===== config.mk =====
export PLATFORM = sky130hd
export DESIGN_NAME = spi_reg_slave
export DESIGN_NICKNAME = d
export VERILOG_FILES = /design/src/rtl/sleepy_spi_pkg.sv /design/src/rtl/spi_sync.sv /design/src/rtl/spi_reg_slave.sv
export SDC_FILE = /design/constraint.sdc
export NUM_CORES = 1
export LEC_CHECK = 0
export CORE_MARGIN = 2
export CORE_UTILIZATION = 54
export DETAILED_ROUTE_END_ITERATION = 10
export PLACE_DENSITY_LB_ADDON = 0.08
export SETUP_SLACK_MARGIN = 0.5
export SLEW_MARGIN = 10
export SYNTH_ARGS = -nofsm -noshare
export SYNTH_HDL_FRONTEND = slang
export SYNTH_SLANG_ARGS = --single-unit

===== constraint.sdc =====
create_clock -name clk -period 5.7 [get_ports clk]
set_input_delay 0.855 -clock clk [delete_from_list [all_inputs] [get_ports clk]]
set_output_delay 0.855 -clock clk [all_outputs]
set_load 0.01 [all_outputs]

===== src/rtl/sleepy_spi_pkg.sv =====
// Shared definitions for the SPI register-programming slave: FSM states,
// frame layout constants and the address range helper.
package sleepy_spi_pkg;

  typedef enum logic [1:0] {
    IDLE,
    CMD,
    DATA,
    DONE
  } spi_state_e;

  localparam int FRAME_BITS = 16;
  localparam int RW_BIT     = 15;
  localparam int ADDR_BITS  = 7;

  function automatic logic addr_in_range(input logic [ADDR_BITS-1:0] addr,
                                         input int                   num_regs);
    return 32'(addr) < num_regs;
  endfunction

endpackage


===== src/rtl/spi_sync.sv =====
// Two-flop synchroniser for one asynchronous SPI pad, with optional
// rise/fall strobes derived from the synchronised level and its previous value.
module spi_sync #(
  parameter bit RST_VAL = 1'b0,
  parameter bit EDGES   = 1'b0
) (
  input  logic clk,
  input  logic rst_n,
  input  logic d_i,
  output logic q_o,
  output logic rise_o,
  output logic fall_o
);

  logic meta_q;
  logic sync_q;

  always_ff @(posedge clk or negedge rst_n) begin
    if (!rst_n) begin
      meta_q <= RST_VAL;
      sync_q <= RST_VAL;
    end else begin
      meta_q <= d_i;
      sync_q <= meta_q;
    end
  end

  assign q_o = sync_q;

  generate
    if (EDGES) begin : g_edges
      logic prev_q;

      always_ff @(posedge clk or negedge rst_n) begin
        if (!rst_n) begin
          prev_q <= RST_VAL;
        end else begin
          prev_q <= sync_q;
        end
      end

      assign rise_o = sync_q & ~prev_q;
      assign fall_o = ~sync_q & prev_q;
    end else begin : g_no_edges
      assign rise_o = 1'b0;
      assign fall_o = 1'b0;
    end
  endgenerate

endmodule


===== src/rtl/spi_reg_slave.sv =====
// SPI mode-0 slave decoding 16-bit R/W frames into a small 8-bit register
// bank, with oversampled inputs and a read-back shifter on spi_miso.
module spi_reg_slave
  import sleepy_spi_pkg::*;
#(
  parameter int NUM_REGS = 8,
  parameter int ADDR_W   = $clog2(NUM_REGS)
) (
  input  logic                  clk,
  input  logic                  rst_n,
  input  logic                  ena,
  input  logic                  spi_sclk,
  input  logic                  spi_mosi,
  input  logic                  spi_cs_n,
  output logic                  spi_miso,
  output logic                  spi_miso_oe,
  output logic [NUM_REGS*8-1:0] regs_flat,
  output logic                  wr_strobe,
  output logic [ADDR_W-1:0]     wr_addr
);

  logic sclk_s, sclk_rise, sclk_fall;
  logic mosi_s, mosi_rise_unused, mosi_fall_unused;
  logic cs_s, cs_rise_unused, cs_fall_unused;

  spi_sync #(.RST_VAL(1'b0), .EDGES(1'b1)) u_sync_sclk (
    .clk    (clk),
    .rst_n  (rst_n),
    .d_i    (spi_sclk),
    .q_o    (sclk_s),
    .rise_o (sclk_rise),
    .fall_o (sclk_fall)
  );

  spi_sync #(.RST_VAL(1'b0), .EDGES(1'b0)) u_sync_mosi (
    .clk    (clk),
    .rst_n  (rst_n),
    .d_i    (spi_mosi),
    .q_o    (mosi_s),
    .rise_o (mosi_rise_unused),
    .fall_o (mosi_fall_unused)
  );

  spi_sync #(.RST_VAL(1'b1), .EDGES(1'b0)) u_sync_cs (
    .clk    (clk),
    .rst_n  (rst_n),
    .d_i    (spi_cs_n),
    .q_o    (cs_s),
    .rise_o (cs_rise_unused),
    .fall_o (cs_fall_unused)
  );

  spi_state_e            state_q, state_d;
  logic [3:0]            cnt_q, cnt_d;
  // Only 15 bits are stored: the 16th frame bit is the live synchronised mosi.
  logic [FRAME_BITS-2:0] in_sh_q, in_sh_d;
  logic [7:0]            out_sh_q, out_sh_d;
  logic                  rd_q, rd_d;
  logic                  wr_strobe_q, commit_d;
  logic [ADDR_W-1:0]     wr_addr_q;
  logic [7:0]            regs_q [NUM_REGS];
  logic [FRAME_BITS-1:0] frame;
  logic [7:0]            rd_byte;
  logic                  sclk_unused;

  assign sclk_unused = sclk_s;
  assign frame       = {in_sh_q, mosi_s};
  assign rd_byte     = addr_in_range(frame[ADDR_BITS-1:0], NUM_REGS) ?
                       regs_q[frame[ADDR_W-1:0]] : 8'h00;

  always_ff @(posedge clk or negedge rst_n) begin
    if (!rst_n) begin
      state_q  <= IDLE;
      cnt_q    <= 4'd0;
      in_sh_q  <= '0;
      out_sh_q <= 8'h00;
      rd_q     <= 1'b0;
    end else begin
      state_q  <= state_d;
      cnt_q    <= cnt_d;
      in_sh_q  <= in_sh_d;
      out_sh_q <= out_sh_d;
      rd_q     <= rd_d;
    end
  end

  // A deselect (or ena low) wins over any sclk edge seen in the same cycle,
  // so a cs_n rise coincident with the 16th edge never commits.
  always_comb begin
    state_d  = state_q;
    cnt_d    = cnt_q;
    in_sh_d  = in_sh_q;
    out_sh_d = out_sh_q;
    rd_d     = rd_q;
    commit_d = 1'b0;
    if (!ena || cs_s) begin
      state_d = IDLE;
      cnt_d   = 4'd0;
      rd_d    = 1'b0;
    end else begin
      case (state_q)
        IDLE: begin
          state_d = CMD;
          cnt_d   = 4'd0;
          in_sh_d = '0;
        end
        CMD: begin
          if (sclk_rise) begin
            in_sh_d = frame[FRAME_BITS-2:0];
            cnt_d   = cnt_q + 4'd1;
            if (cnt_q == 4'd7) begin
              state_d = DATA;
              rd_d    = ~frame[RW_BIT-8];
              if (!frame[RW_BIT-8]) begin
                out_sh_d = rd_byte;
              end
            end
          end
        end
        DATA: begin
          if (sclk_rise) begin
            in_sh_d = frame[FRAME_BITS-2:0];
            cnt_d   = cnt_q + 4'd1;
            if (cnt_q == 4'd15) begin
              state_d  = DONE;
              commit_d = frame[RW_BIT] &&
                         addr_in_range(frame[8 +: ADDR_BITS], NUM_REGS);
            end
          end else if (sclk_fall && rd_q && cnt_q >= 4'd9) begin
            out_sh_d = {out_sh_q[6:0], 1'b0};
          end
        end
        default: begin
          state_d = DONE;
        end
      endcase
    end
  end

  always_ff @(posedge clk or negedge rst_n) begin
    if (!rst_n) begin
      for (int i = 0; i < NUM_REGS; i++) begin
        regs_q[i] <= 8'h00;
      end
      wr_addr_q   <= '0;
      wr_strobe_q <= 1'b0;
    end else begin
      wr_strobe_q <= commit_d;
      if (commit_d) begin
        regs_q[frame[8 +: ADDR_W]] <= frame[7:0];
        wr_addr_q                  <= frame[8 +: ADDR_W];
      end
    end
  end

  generate
    for (genvar g = 0; g < NUM_REGS; g++) begin : g_flat
      assign regs_flat[g*8 +: 8] = regs_q[g];
    end
  endgenerate

  assign wr_strobe   = wr_strobe_q;
  assign wr_addr     = wr_addr_q;
  assign spi_miso_oe = (state_q == DATA) && rd_q;
  assign spi_miso    = spi_miso_oe & out_sh_q[7];

endmodule

==> flow_summary.toml <==
[place]
place_area_um2 = 5740
buffer_ports.inserted = 75
gp_congestion = 0.888
dp_hpwl_um = 7630

[floorplanning]
floorplan.die.width_um = 99.9
core_region_area_um2 = 8810
die_height_um = 99.9
io-pin-count = 76
initial_core_utilization_pct = 56.4
rows = 34
dieArea_um2 = 9980

[detailed_routing]
routed_wirelength_um = 11400
first_iter_violations = 188
vias = 3447
vias_per_cell = 5.95
drt.antenna.violating_nets = 0
post_drt_wl_per_cell_um = 19.7
detail_route.first_pass.iterations = 4
remaining_drc_errors = 0

[timing]
report.final.slew_viol_count = 0
clock_period_minus_worst_slack_ns = 3.14
tightest_slew_ns = 1.09
setup_violations = 0
final_report_hold_violation_count = 0
totalNegativeSetupSlack_ns = 0
rsz0062_at_grt = "false"
period_share_pct = 55.0
timing.clock.skew_ns = 0.0131
maxClockFrequency_mhz = 319
max-slew-margin-rel_pct = 27.2

[logic_synthesis]
synth.area.top_cells = "dfrtp_1 (52%), mux2_2 (15%), mux2i_1 (6.5%)"
ys_seq_elements = 105
yosys.cell_count.top_type = "dfrtp_1"
synth_edf_count = 0
postSynthAreaPerCell_um2 = 12.2
synth-async-reset-ratio_pct = 100
post_synth_inst_count = 407
ys_seq_area_share_pct = 53.0
yosysWarningCount = 0
synth_top_cell_area_share_pct = 51.9
mappedNetlistNets = 421
post-synth-top-area-cell = "dfrtp_1"
synth.top_cells.by_count = "dfrtp_1 (103), mux2_2 (65), nand2_1 (45), mux2i_1 (32)"
ys.flop_type = "dfrtp_1"
syn_area_um2 = 4960
ys_types = 46

[power_and_ir_drop]
power.density_cell_area_nw_per_um2 = 221
vdd_ir_drop_max_mv = 0.152
p_leak_uw = 0.00273

[clocking]
cts_buffer_depth = 2
cts_hold_repair.buffers = 0
cts_setup_buffers = 0
clock_sinks = 105
number_of_buffers_added_by_the_clock_tree_synthesis_step = 9
cts_h_tree_depth = 3
ctsRootBufferMaster = "clkbuf_8"
tritoncts = "yes"
path_clk_slew_ns = 0.11
post_cts.resized_instances = 0
clk_latency_ns = 0.37

[worst_setup_path]
crit_path_end_kind = "primary output"
crit_required_ns = 4.85
cp_max_fo = 17
crit_path_start_kind = "flip-flop"
arrival_ns = 2.28
type_of_the_worst_setup_path = "flip-flop to primary output"

[global_route]
grt_max_degree = 81
initial_antenna_violation_count = 0
grt_pass1_wl_um = 18400
global_route.overflow_total = 0
grt_use_total_pct = 23.9
grt_pass1_vias = 3385

[layout]
final_layout_size_suffix_gt1_share_pct = 21.4
filler_cell_count = 679
syn_to_final_growth_pct = 19.4
nets = 480
seq_area_um2 = 2630
n_antenna_cell = 0
multi_input_area_um2 = 2190
final_design_area_no_fill_um2 = 5930

[worst_hold_path]
hp-class = "flip-flop to flip-flop"

[run_status]
run_status = "finished clean"

[job]
cap_viol_max_count = 0
through the flow:
stage / cells / utilization [%] / worst slack, ns / hold WS, ns / total power [µW]
CTS: 579 / 67.3 / 2.56 / 0.362 / 1320
finish: 579 / 67.3 / 2.56 / 0.358 / 1310
detailed placement: 563 / 65.2 / 2.54 / 0.336 / 879
global placement: 563 / 65.2 / 2.58 / 0.336 / 877
global route: 579 / 67.3 / 2.43 / 0.374 / 1360
floorplan: 407 / - / 3.41 / 0.331 / 838
cell usage in the layout, fill, tap and decap left out, types with 3 or more instances in the layout:
cell type,netlist,final
nor4b_4,3,3
o21ai_0,18,18
a32oi_1,7,7
nand2_1,45,45
dfrtp_1,103,102
nand3_1,4,4
ha_1,8,8
inv_1,7,7
nor3_1,10,10
nor2_1,10,10
mux2_2,65,65
clkbuf_8,0,9
nand2b_1,3,3
clkdlybuf4s50_1,0,74
mux2i_1,32,32
a21oi_1,11,11
a22oi_1,17,17
worst max-delay path: stages (launching register included):
cell and delay [ns]:
dfrtp_1 0.42, inv_1 0.13, ha_1 0.55, and3_1 0.26
clkdlybuf4s50_1 0.54
metal layers:
layer / share of wire, % / routed length (µm) / vias up / global-route usage [%]
li1: - / - / 1584 / -
met1: 48 / 5470 / 1731 / 35.6
met2: 45 / 5160 / 112 / 36.7
met3: 4.9 / 556 / 20 / 3.20
met4: 2.0 / 233 / 0 / 8.01
met5: 0 / 0 / - / 0
flip-flops by register name, summed over array words and instances (netlist names), 2 cells and up:
| signal | flops |
|---|---|
| in_sh_q | 15 |
| cnt_q | 4 |
| state_q | 2 |
| wr_addr | 3 |
| out_sh_q | 8 |
| regs_flat | 64 |
worst paths after layout:
kind | start | end | slack, ns | cells after the start
setup / recovery | state_q[0]$_DFFE_PN0P_ | spi_miso | 2.56 | 4
hold / removal | u_sync_mosi.meta_q$_DFF_PN0_ | u_sync_mosi.q_o$_DFF_PN0_ | 0.36 | 0
setup reg to reg | state_q[0]$_DFFE_PN0P_ | regs_flat[54]$_DFFE_PN0P_ | 2.75 | 6
hold reg to reg | u_sync_mosi.meta_q$_DFF_PN0_ | u_sync_mosi.q_o$_DFF_PN0_ | 0.36 | 0
max in group asynchronous | rst_n | u_sync_mosi.q_o$_DFF_PN0_ | 4.10 | 2
min in group asynchronous | rst_n | cnt_q[0]$_DFFE_PN0P_ | 0.63 | 1
final cells by class:
type                    count  area share, %
clock buffers               9           2.09
clock inverters             7           1.03
inverters                   7          0.443
multi-input cells         267           37.0
flip-flops and latches    105           44.4
well taps                 108           2.28
repair buffers             76           12.8
where the power goes:
group | switching [µW] | leakage, µW | internal, µW | total [µW]
Combinational | 60.6 | 0.00119 | 34.2 | 94.8
Sequential | 19.7 | 0.00144 | 750 | 770
Clock | 279 | 0.0000940 | 168 | 447
cells by family after synthesis:
kind of cell,Yosys count,synth area share (%)
DFF,105,53.0
xor gates and xnor gates,2,0.353
and+or+nand+nor,99,12.4
AOI/OAI and AO/OA,60,7.76
buffers and inverters,35,2.85
adders and majority gates,8,2.02
muxes,98,21.6
(Power assumes the default switching activity.)
